[config.mk]
export PLATFORM = sky130hd
export DESIGN_NAME = shift_req_arbiter_flat
export DESIGN_NICKNAME = d
export VERILOG_FILES = /design/src/rtl/shift_req_arbiter_if.sv /design/src/rtl/shift_req_arbiter.sv /design/src/flat_wrapper.sv
export SDC_FILE = /design/constraint.sdc
export NUM_CORES = 1
export LEC_CHECK = 0
export BUFFER_PORTS_ARGS = -buffer_cell sky130_fd_sc_hd__buf_2
export CORE_AREA = 2 2 134 97
export CTS_BUF_LIST = sky130_fd_sc_hd__clkbuf_16
export CTS_CLUSTER_DIAMETER = 80
export CTS_CLUSTER_SIZE = 40
export DETAILED_ROUTE_END_ITERATION = 10
export DIE_AREA = 0 0 136 99
export SYNTH_ARGS = -nofsm -noshare
export SYNTH_HDL_FRONTEND = slang
export SYNTH_SLANG_ARGS = --single-unit
[constraint.sdc]
create_clock -name i_clk -period 6.86 [get_ports i_clk]
set_clock_uncertainty 0.1 [all_clocks]
set_input_delay 1.029 -clock i_clk [delete_from_list [all_inputs] [get_ports i_clk]]
set_output_delay 1.029 -clock i_clk [all_outputs]
set_load 0.02 [all_outputs]
[src/rtl/shift_req_arbiter_if.sv]
`default_nettype none
// ============================================================================
// Module : shift_req_arbiter_if
// Brief  : Request/response bundle between N_REQ requesters and the shared
//          shift arbiter.
// Rev    : 1.0 - initial release
// ============================================================================
interface shift_req_arbiter_if #(
  parameter int N_REQ = 2
);
  localparam int ID_W = $clog2(N_REQ);

  logic [N_REQ-1:0]    req_valid;
  logic [N_REQ-1:0]    req_ready;
  logic [N_REQ*32-1:0] req_data;
  logic [N_REQ*5-1:0]  req_shamt;
  logic [N_REQ-1:0]    req_arith;
  logic [N_REQ-1:0]    req_left;
  logic                rsp_valid;
  logic                rsp_ready;
  logic [31:0]         rsp_data;
  logic [ID_W-1:0]     rsp_id;
  logic                busy;

  modport master (
    output req_valid, req_data, req_shamt, req_arith, req_left, rsp_ready,
    input  req_ready, rsp_valid, rsp_data, rsp_id, busy
  );

  modport slave (
    input  req_valid, req_data, req_shamt, req_arith, req_left, rsp_ready,
    output req_ready, rsp_valid, rsp_data, rsp_id, busy
  );
endinterface
`default_nettype wire

[src/rtl/shift_req_arbiter.sv]
`default_nettype none
// ============================================================================
// Module : shift_req_arbiter
// Brief  : One 32-bit barrel shifter shared round-robin by N_REQ requesters,
//          IDLE -> EXEC -> RESP. Optional left shifts via SHIFT_ARB_LEFT_EN.
// Rev    : 1.0 - initial release
// ============================================================================
module shift_req_arbiter #(
  parameter int N_REQ      = 2,
  parameter int PRIO_RESET = 0
) (
  input  wire logic          i_clk,
  input  wire logic          i_reset,
  shift_req_arbiter_if.slave bus
);
  localparam int              ID_W         = $clog2(N_REQ);
  localparam logic [ID_W-1:0] C_PRIO_RESET = ID_W'(PRIO_RESET);

  typedef enum logic [1:0] {
    S_IDLE = 2'd0,
    S_EXEC = 2'd1,
    S_RESP = 2'd2
  } state_t;

  state_t          state_q, state_d;
  logic [ID_W-1:0] rr_ptr_q, rr_ptr_d;
  logic [31:0]     op_data_q, op_data_d;
  logic [4:0]      op_shamt_q, op_shamt_d;
  logic            op_arith_q, op_arith_d;
  logic [ID_W-1:0] op_id_q, op_id_d;
  logic            rsp_valid_q, rsp_valid_d;
  logic [31:0]     rsp_data_q, rsp_data_d;
  logic [ID_W-1:0] rsp_id_q, rsp_id_d;
  logic            busy_q, busy_d;

  logic            grant_vld;
  logic [ID_W-1:0] grant_id;
  logic [ID_W-1:0] cand;
  logic [31:0]     sh_in;
  logic            sh_fill;
  logic [32:0]     sh_ext;
  logic [31:0]     shift_res;

  // Scan from the farthest offset down so the lowest offset from rr_ptr wins.
  always_comb begin
    grant_vld = 1'b0;
    grant_id  = '0;
    cand      = '0;
    for (int i = N_REQ - 1; i >= 0; i--) begin
      cand = ID_W'((int'(rr_ptr_q) + i) % N_REQ);
      if (bus.req_valid[cand]) begin
        grant_vld = 1'b1;
        grant_id  = cand;
      end
    end
  end

  always_comb begin
    bus.req_ready = '0;
    if (!i_reset && state_q == S_IDLE && grant_vld) begin
      bus.req_ready[grant_id] = 1'b1;
    end
  end

`ifdef SHIFT_ARB_LEFT_EN
  logic op_left_q, op_left_d;

  function automatic logic [31:0] bit_rev(input logic [31:0] v);
    logic [31:0] r;
    for (int b = 0; b < 32; b++) begin
      r[b] = v[31-b];
    end
    return r;
  endfunction

  // Left shift = reverse, logical right shift, reverse back.
  always_comb begin
    sh_in   = op_left_q ? bit_rev(op_data_q) : op_data_q;
    sh_fill = !op_left_q && op_arith_q && op_data_q[31];
    sh_ext  = $signed({sh_fill, sh_in}) >>> op_shamt_q;
    shift_res = op_left_q ? bit_rev(sh_ext[31:0]) : sh_ext[31:0];
  end
`else
  logic unused_left;
  assign unused_left = ^bus.req_left;

  always_comb begin
    sh_in     = op_data_q;
    sh_fill   = op_arith_q && op_data_q[31];
    sh_ext    = $signed({sh_fill, sh_in}) >>> op_shamt_q;
    shift_res = sh_ext[31:0];
  end
`endif

  always_comb begin
    state_d     = state_q;
    rr_ptr_d    = rr_ptr_q;
    op_data_d   = op_data_q;
    op_shamt_d  = op_shamt_q;
    op_arith_d  = op_arith_q;
    op_id_d     = op_id_q;
    rsp_valid_d = rsp_valid_q;
    rsp_data_d  = rsp_data_q;
    rsp_id_d    = rsp_id_q;
`ifdef SHIFT_ARB_LEFT_EN
    op_left_d   = op_left_q;
`endif
    case (state_q)
      S_IDLE: begin
        if (grant_vld) begin
          for (int k = 0; k < N_REQ; k++) begin
            if (grant_id == ID_W'(k)) begin
              op_data_d  = bus.req_data[k*32 +: 32];
              op_shamt_d = bus.req_shamt[k*5 +: 5];
              op_arith_d = bus.req_arith[k];
`ifdef SHIFT_ARB_LEFT_EN
              op_left_d  = bus.req_left[k];
`endif
            end
          end
          op_id_d  = grant_id;
          rr_ptr_d = ID_W'((int'(grant_id) + 1) % N_REQ);
          state_d  = S_EXEC;
        end
      end
      S_EXEC: begin
        rsp_data_d  = shift_res;
        rsp_id_d    = op_id_q;
        rsp_valid_d = 1'b1;
        state_d     = S_RESP;
      end
      S_RESP: begin
        if (bus.rsp_ready) begin
          rsp_valid_d = 1'b0;
          state_d     = S_IDLE;
        end
      end
      default: state_d = S_IDLE;
    endcase
    busy_d = (state_d != S_IDLE);
  end

  always_ff @(posedge i_clk or posedge i_reset) begin
    if (i_reset) begin
      state_q     <= S_IDLE;
      rr_ptr_q    <= C_PRIO_RESET;
      op_data_q   <= '0;
      op_shamt_q  <= '0;
      op_arith_q  <= 1'b0;
      op_id_q     <= '0;
      rsp_valid_q <= 1'b0;
      rsp_data_q  <= '0;
      rsp_id_q    <= '0;
      busy_q      <= 1'b0;
`ifdef SHIFT_ARB_LEFT_EN
      op_left_q   <= 1'b0;
`endif
    end else begin
      state_q     <= state_d;
      rr_ptr_q    <= rr_ptr_d;
      op_data_q   <= op_data_d;
      op_shamt_q  <= op_shamt_d;
      op_arith_q  <= op_arith_d;
      op_id_q     <= op_id_d;
      rsp_valid_q <= rsp_valid_d;
      rsp_data_q  <= rsp_data_d;
      rsp_id_q    <= rsp_id_d;
      busy_q      <= busy_d;
`ifdef SHIFT_ARB_LEFT_EN
      op_left_q   <= op_left_d;
`endif
    end
  end

  assign bus.rsp_valid = rsp_valid_q;
  assign bus.rsp_data  = rsp_data_q;
  assign bus.rsp_id    = rsp_id_q;
  assign bus.busy      = busy_q;
endmodule
`default_nettype wire
[src/flat_wrapper.sv]
// flat-port wrapper written by rule: the top's interface ports become plain ports
module shift_req_arbiter_flat 
#(
  parameter int N_REQ      = 2,
  parameter int PRIO_RESET = 0
)
  (i_clk, i_reset, bus_req_valid, bus_req_data, bus_req_shamt, bus_req_arith, bus_req_left, bus_rsp_ready, bus_req_ready, bus_rsp_valid, bus_rsp_data, bus_rsp_id, bus_busy);
  shift_req_arbiter_if #(.N_REQ(N_REQ)) bus_i ();
  input  wire logic i_clk;
  input  wire logic i_reset;
  input wire logic [$bits(bus_i.req_valid)-1:0] bus_req_valid;
  input wire logic [$bits(bus_i.req_data)-1:0] bus_req_data;
  input wire logic [$bits(bus_i.req_shamt)-1:0] bus_req_shamt;
  input wire logic [$bits(bus_i.req_arith)-1:0] bus_req_arith;
  input wire logic [$bits(bus_i.req_left)-1:0] bus_req_left;
  input wire logic [$bits(bus_i.rsp_ready)-1:0] bus_rsp_ready;
  output wire logic [$bits(bus_i.req_ready)-1:0] bus_req_ready;
  output wire logic [$bits(bus_i.rsp_valid)-1:0] bus_rsp_valid;
  output wire logic [$bits(bus_i.rsp_data)-1:0] bus_rsp_data;
  output wire logic [$bits(bus_i.rsp_id)-1:0] bus_rsp_id;
  output wire logic [$bits(bus_i.busy)-1:0] bus_busy;
  assign bus_i.req_valid = bus_req_valid;
  assign bus_i.req_data = bus_req_data;
  assign bus_i.req_shamt = bus_req_shamt;
  assign bus_i.req_arith = bus_req_arith;
  assign bus_i.req_left = bus_req_left;
  assign bus_i.rsp_ready = bus_rsp_ready;
  assign bus_req_ready = bus_i.req_ready;
  assign bus_rsp_valid = bus_i.rsp_valid;
  assign bus_rsp_data = bus_i.rsp_data;
  assign bus_rsp_id = bus_i.rsp_id;
  assign bus_busy = bus_i.busy;
  shift_req_arbiter #(.N_REQ(N_REQ), .PRIO_RESET(PRIO_RESET)) u_core (.i_clk(i_clk), .i_reset(i_reset), .bus(bus_i));
endmodule
# Yosys cells after proc, flatten, opt, wreduce, memory -nomap -nowiden
# Cells that the tools add are included.
# totals
register_bits	77
inputBits	83
# op_classes
add_sub_neg	2
n_lt_le_gt_ge	4
eq_ne	3
shifts	1
muxes	19
reduce_logical	10
# ops
cell	count
$sshr A33 B5 Y32	1
$mux W32	1
$mux W1	11
$lt A1 B2 Y1 const B	3
$mux W2	3
$pmux W2 S3	1
$mux W5	1
$logic_and A1 B1 Y1	4
$reduce_and A2 Y1	2
$reduce_bool A2 Y1	2
$add A1 B1 Y1 const B	2
$eq A2 B1 Y1 const B	1
$eq A2 B2 Y1 const B	1
$logic_not A2 Y1	1
$ne A2 B2 Y1 const B	1
$pmux W1 S2	1
$demux W1 S1	1
$ge A1 B1 Y1 const B	1
$logic_not A1 Y1	1

# Longest topological paths before layout
# depth
word_depth	10
ltp_mapped	9
ltp_nobuf	6

# Worst setup path before layout
# No wires, ideal clock.
# synth_path
path_kind	input-to-output
from	input i_reset
to	output bus_req_ready[0]
t_arrival_ns	3.124
required_time_ns	5.731
slack_ns	2.607
cell_stages	2
path_buffers	0
path_cell_list	inv_1 and3_1
# synth_via
elab_chain_len	4
# synth_lines
element	line	source
from (decl)	flat_wrapper.sv:10	input wire logic i_reset;
$logic_not A1 Y1	shift_req_arbiter.sv:60	if (!i_reset && state_q == S_IDLE && grant_vld) begin
$logic_and A1 B1 Y1 (2 in a row)	shift_req_arbiter.sv:60	
$mux W2	shift_req_arbiter.sv:60	
to (decl)	flat_wrapper.sv:17	output wire logic [$bits(bus_i.req_ready)-1:0] bus_req_ready;
# Every way passes these cells.

# Final worst setup path
# Same ends and word-level chain as after synthesis.

==> flow_metrics.py <==
metrics = {
    "outcome": {
        "outcome": "completed",
    },
    "sta": {
        "finalWorstSetupSlack_ns": 3.495,
        "tns_ns": 0,
        "max_slew.worst_pin.slew_ns": 0.9857,
        "period_needed_ns": 3.365,
        "maxSlewHeadroom_pct": 34.28,
        "drv_slew": 0,
        "finalHoldViolations": 0,
        "setup_viol": 0,
        "fmax_mhz": 297.2,
        "rsz0062_at_grt": "false",
        "min_period_over_period_pct": 49.05,
    },
    "detailed_routing": {
        "viasPerCell": 5.730,
        "avgRoutedWirePerCell_um": 18.61,
        "wl_met3_um": 921,
        "ant_nets": 0,
        "drt_iter0_drc": 455,
        "highest_layer": "met4",
        "firstDrtPassIters": 6,
        "vias": 4303,
        "met2_wirelength_um": 5658,
        "post-route-drc-count": 0,
        "routedLengthMet1_um": 7264,
        "routed_wl_um": 13980,
    },
    "worst_setup_path": {
        "critPathMaxFanout": 43,
        "setup.worst_path.class": "input pin to output pin",
        "end_kind": "output pin",
        "cp.required_ns": 5.73,
        "arrival_ns": 2.24,
        "reg2reg_from": "u_core.op_shamt_q[0]",
        "setup.worst_path.start_class": "input pin",
        "crit_path_start": "i_reset",
    },
    "placed_design": {
        "dpl_cell_area_sq_mm": 0.005584,
        "portBuffers": 117,
        "hpwl_um": 10410,
        "dp_slack_ns": 3.419,
        "routabilityCongestion": 0.9240,
    },
    "yosys": {
        "synth_area_leaders": "dfrtp_1, mux4_2, a222oi_1, nand2_1, mux2i_1",
        "synth_warnings": 0,
        "seq_area_frac_synth_pct": 38.41,
        "yosys_most_used_dff": "dfrtp_1",
        "synth_top_cell_area_share_pct": 38.41,
        "syn_area_sq_mm": 0.005016,
        "synth_fp_nets": 575,
        "avgSynthCellArea_sq_um": 10.20,
        "yosys.area.top_type": "dfrtp_1",
        "synth-edff-count": 0,
        "synth-seq-cells": 77,
        "yosysUniqueCellTypes": 55,
        "synthArstFlopShare_pct": 100.0,
        "yosysMostFrequentCell": "dfrtp_1",
        "yosys-top-cells-count": "dfrtp_1, nand2_1, inv_1",
        "syn_inst": 492,
    },
    "power_and_ir_drop": {
        "power_density_mw_per_mm2": 602.2,
        "combPwrFrac_pct": 59.4,
        "p_leak_uw": 0.002776,
        "swShare_pct": 47.19,
        "ir_drop_uv": 243.7,
        "internal_power_uw": 1869,
        "p_sw_uw": 1670,
        "power_frac_clock_pct": 13.2,
        "p_seq_share_pct": 27.3,
    },
    "grt": {
        "grt_pass1_wl_um": 22740,
        "grt_pass1_vias": 4110,
        "grt_use_total_pct": 21.94,
        "grt_max_degree": 51,
        "grt-ovfl-total": 0,
        "antenna_found_initial": 0,
    },
    "clock_tree": {
        "post_cts_buffers": 0,
        "clk_latency_ns": 0.34,
        "holdBufCountCts": 0,
        "cts_resized": 0,
        "htree_num_levels": 3,
        "root_buffer": "clkbuf_16",
        "clk_pin_slew_ns": 0.06,
        "clockBufferDepth": 2,
        "cts_tree": "done",
        "clock_sinks": 77,
        "cts_buffers": 9,
    },
    "finish": {
        "syn_to_final_growth_pct": 17.16,
        "nFillCells": 1181,
        "diodes": 0,
        "nNetsFinal": 667,
        "area.sequential_sq_mm": 0.001928,
        "fin_area_sq_mm": 0.005877,
        "multi_input_area_sq_mm": 0.002628,
        "fin_util_pct": 48.30,
        "drive_gt1_share_pct": 33.28,
    },
    "job": {
        "maxCapViolCount": 0,
    },
    "floorplan": {
        "pin_count": 120,
        "dieWidth_um": 136,
        "die_area_sq_mm": 0.01346,
        "rows": 34,
        "core_area_sq_mm": 0.01217,
        "die_y_um": 99,
        "initial_utilization_pct": 41.23,
    },
    "worst_hold_path": {
        "hold_class": "flop to flop",
        "min-delay-start": "u_core.bus.rsp_data[31]",
    },
}
[per-stage QoR]
step | cells | power, uW | hold WS (ns)
2_1_floorplan | 492 | 2533 | 0.3395
3_3_place_gp | 735 | 3018 | 0.3541
3_5_place_dp | 735 | 3058 | 0.3586
4_1_cts | 751 | 3539 | 0.3739
5_1_grt | 751 | 3827 | 0.3858
6_report | 751 | 3539 | 0.3704
[layout by cell type, fill, tap and decap left out, types with 14 or more instances in the layout]
cell / n
o21ai_0: 26
a222oi_1: 38
nand2_1: 55
a21oi_1: 14
nor2_1: 36
mux4_2: 31
mux2_2: 14
mux2i_1: 19
dfrtp_1: 76
buf_2: 117
inv_1: 46
[path summary, 6_finish.rpt]
| path | end | slack, ns | depth (start not counted) |
|---|---|---|---|
| max in group asynchronous | u_core.op_shamt_q[0] | 4.86 | 3 |
| worst max register to register | u_core.bus.rsp_data[14] | 4.09 | 5 |
| worst max-delay path | bus_req_ready[0] | 3.50 | 4 |
| worst min-delay path | u_core.bus.rsp_data[31] | 0.37 | 1 |
| min in group asynchronous | u_core.bus.busy | 0.79 | 2 |
| worst min register to register | u_core.bus.rsp_data[31] | 0.37 | 1 |
[per-layer routing]
layer	global-route usage, %	vias up
li1	-	2057
met5	0	-
met1	35.28	2073
met3	4.733	12
met4	5.048	0
met2	29.69	161
[layout make-up]
type | count | area share, %
sequential | 77 | 32.81
multi-input combinational | 323 | 44.71
timing repair buffer | 125 | 10.99
inverter | 48 | 3.066
clock buffer | 9 | 3.832
clock inverter | 7 | 1.150
tap | 162 | 3.449
[worst max-delay path, cell delays in order]
cell and delay, ns:
buf_2 0.11, inv_2 0.65, and3_1 0.28, buf_2 0.16
[cell families after synthesis]
group	after synthesis	synth area share, %
AOI/OAI and AO/OA	132	19.83
buffers and inverters	92	9.379
DFF	77	38.41
muxes	66	21.60
and+or+nand+nor	125	10.78
[sequential cells by signal, indices dropped and copies added (netlist names)]
name	flops
u_core.rr_ptr_q	1
u_core.op_id_q	1
u_core.bus.rsp_id	1
u_core.bus.busy	1
u_core.bus.rsp_valid	1
u_core.op_shamt_q	5
u_core.op_arith_q	1
u_core.state_q	2
u_core.op_data_q	32
u_core.bus.rsp_data	32
[power by group through the flow]
stage	logic, uW	clock network (uW)	registers [uW]
5_1_grt	2310	503	1020
3_3_place_gp	2060	0	957
3_5_place_dp	2080	0	976
4_1_cts	2090	480	969
2_1_floorplan	1580	0	952
6_report	2100	468	968
(Power assumes the default switching activity.)
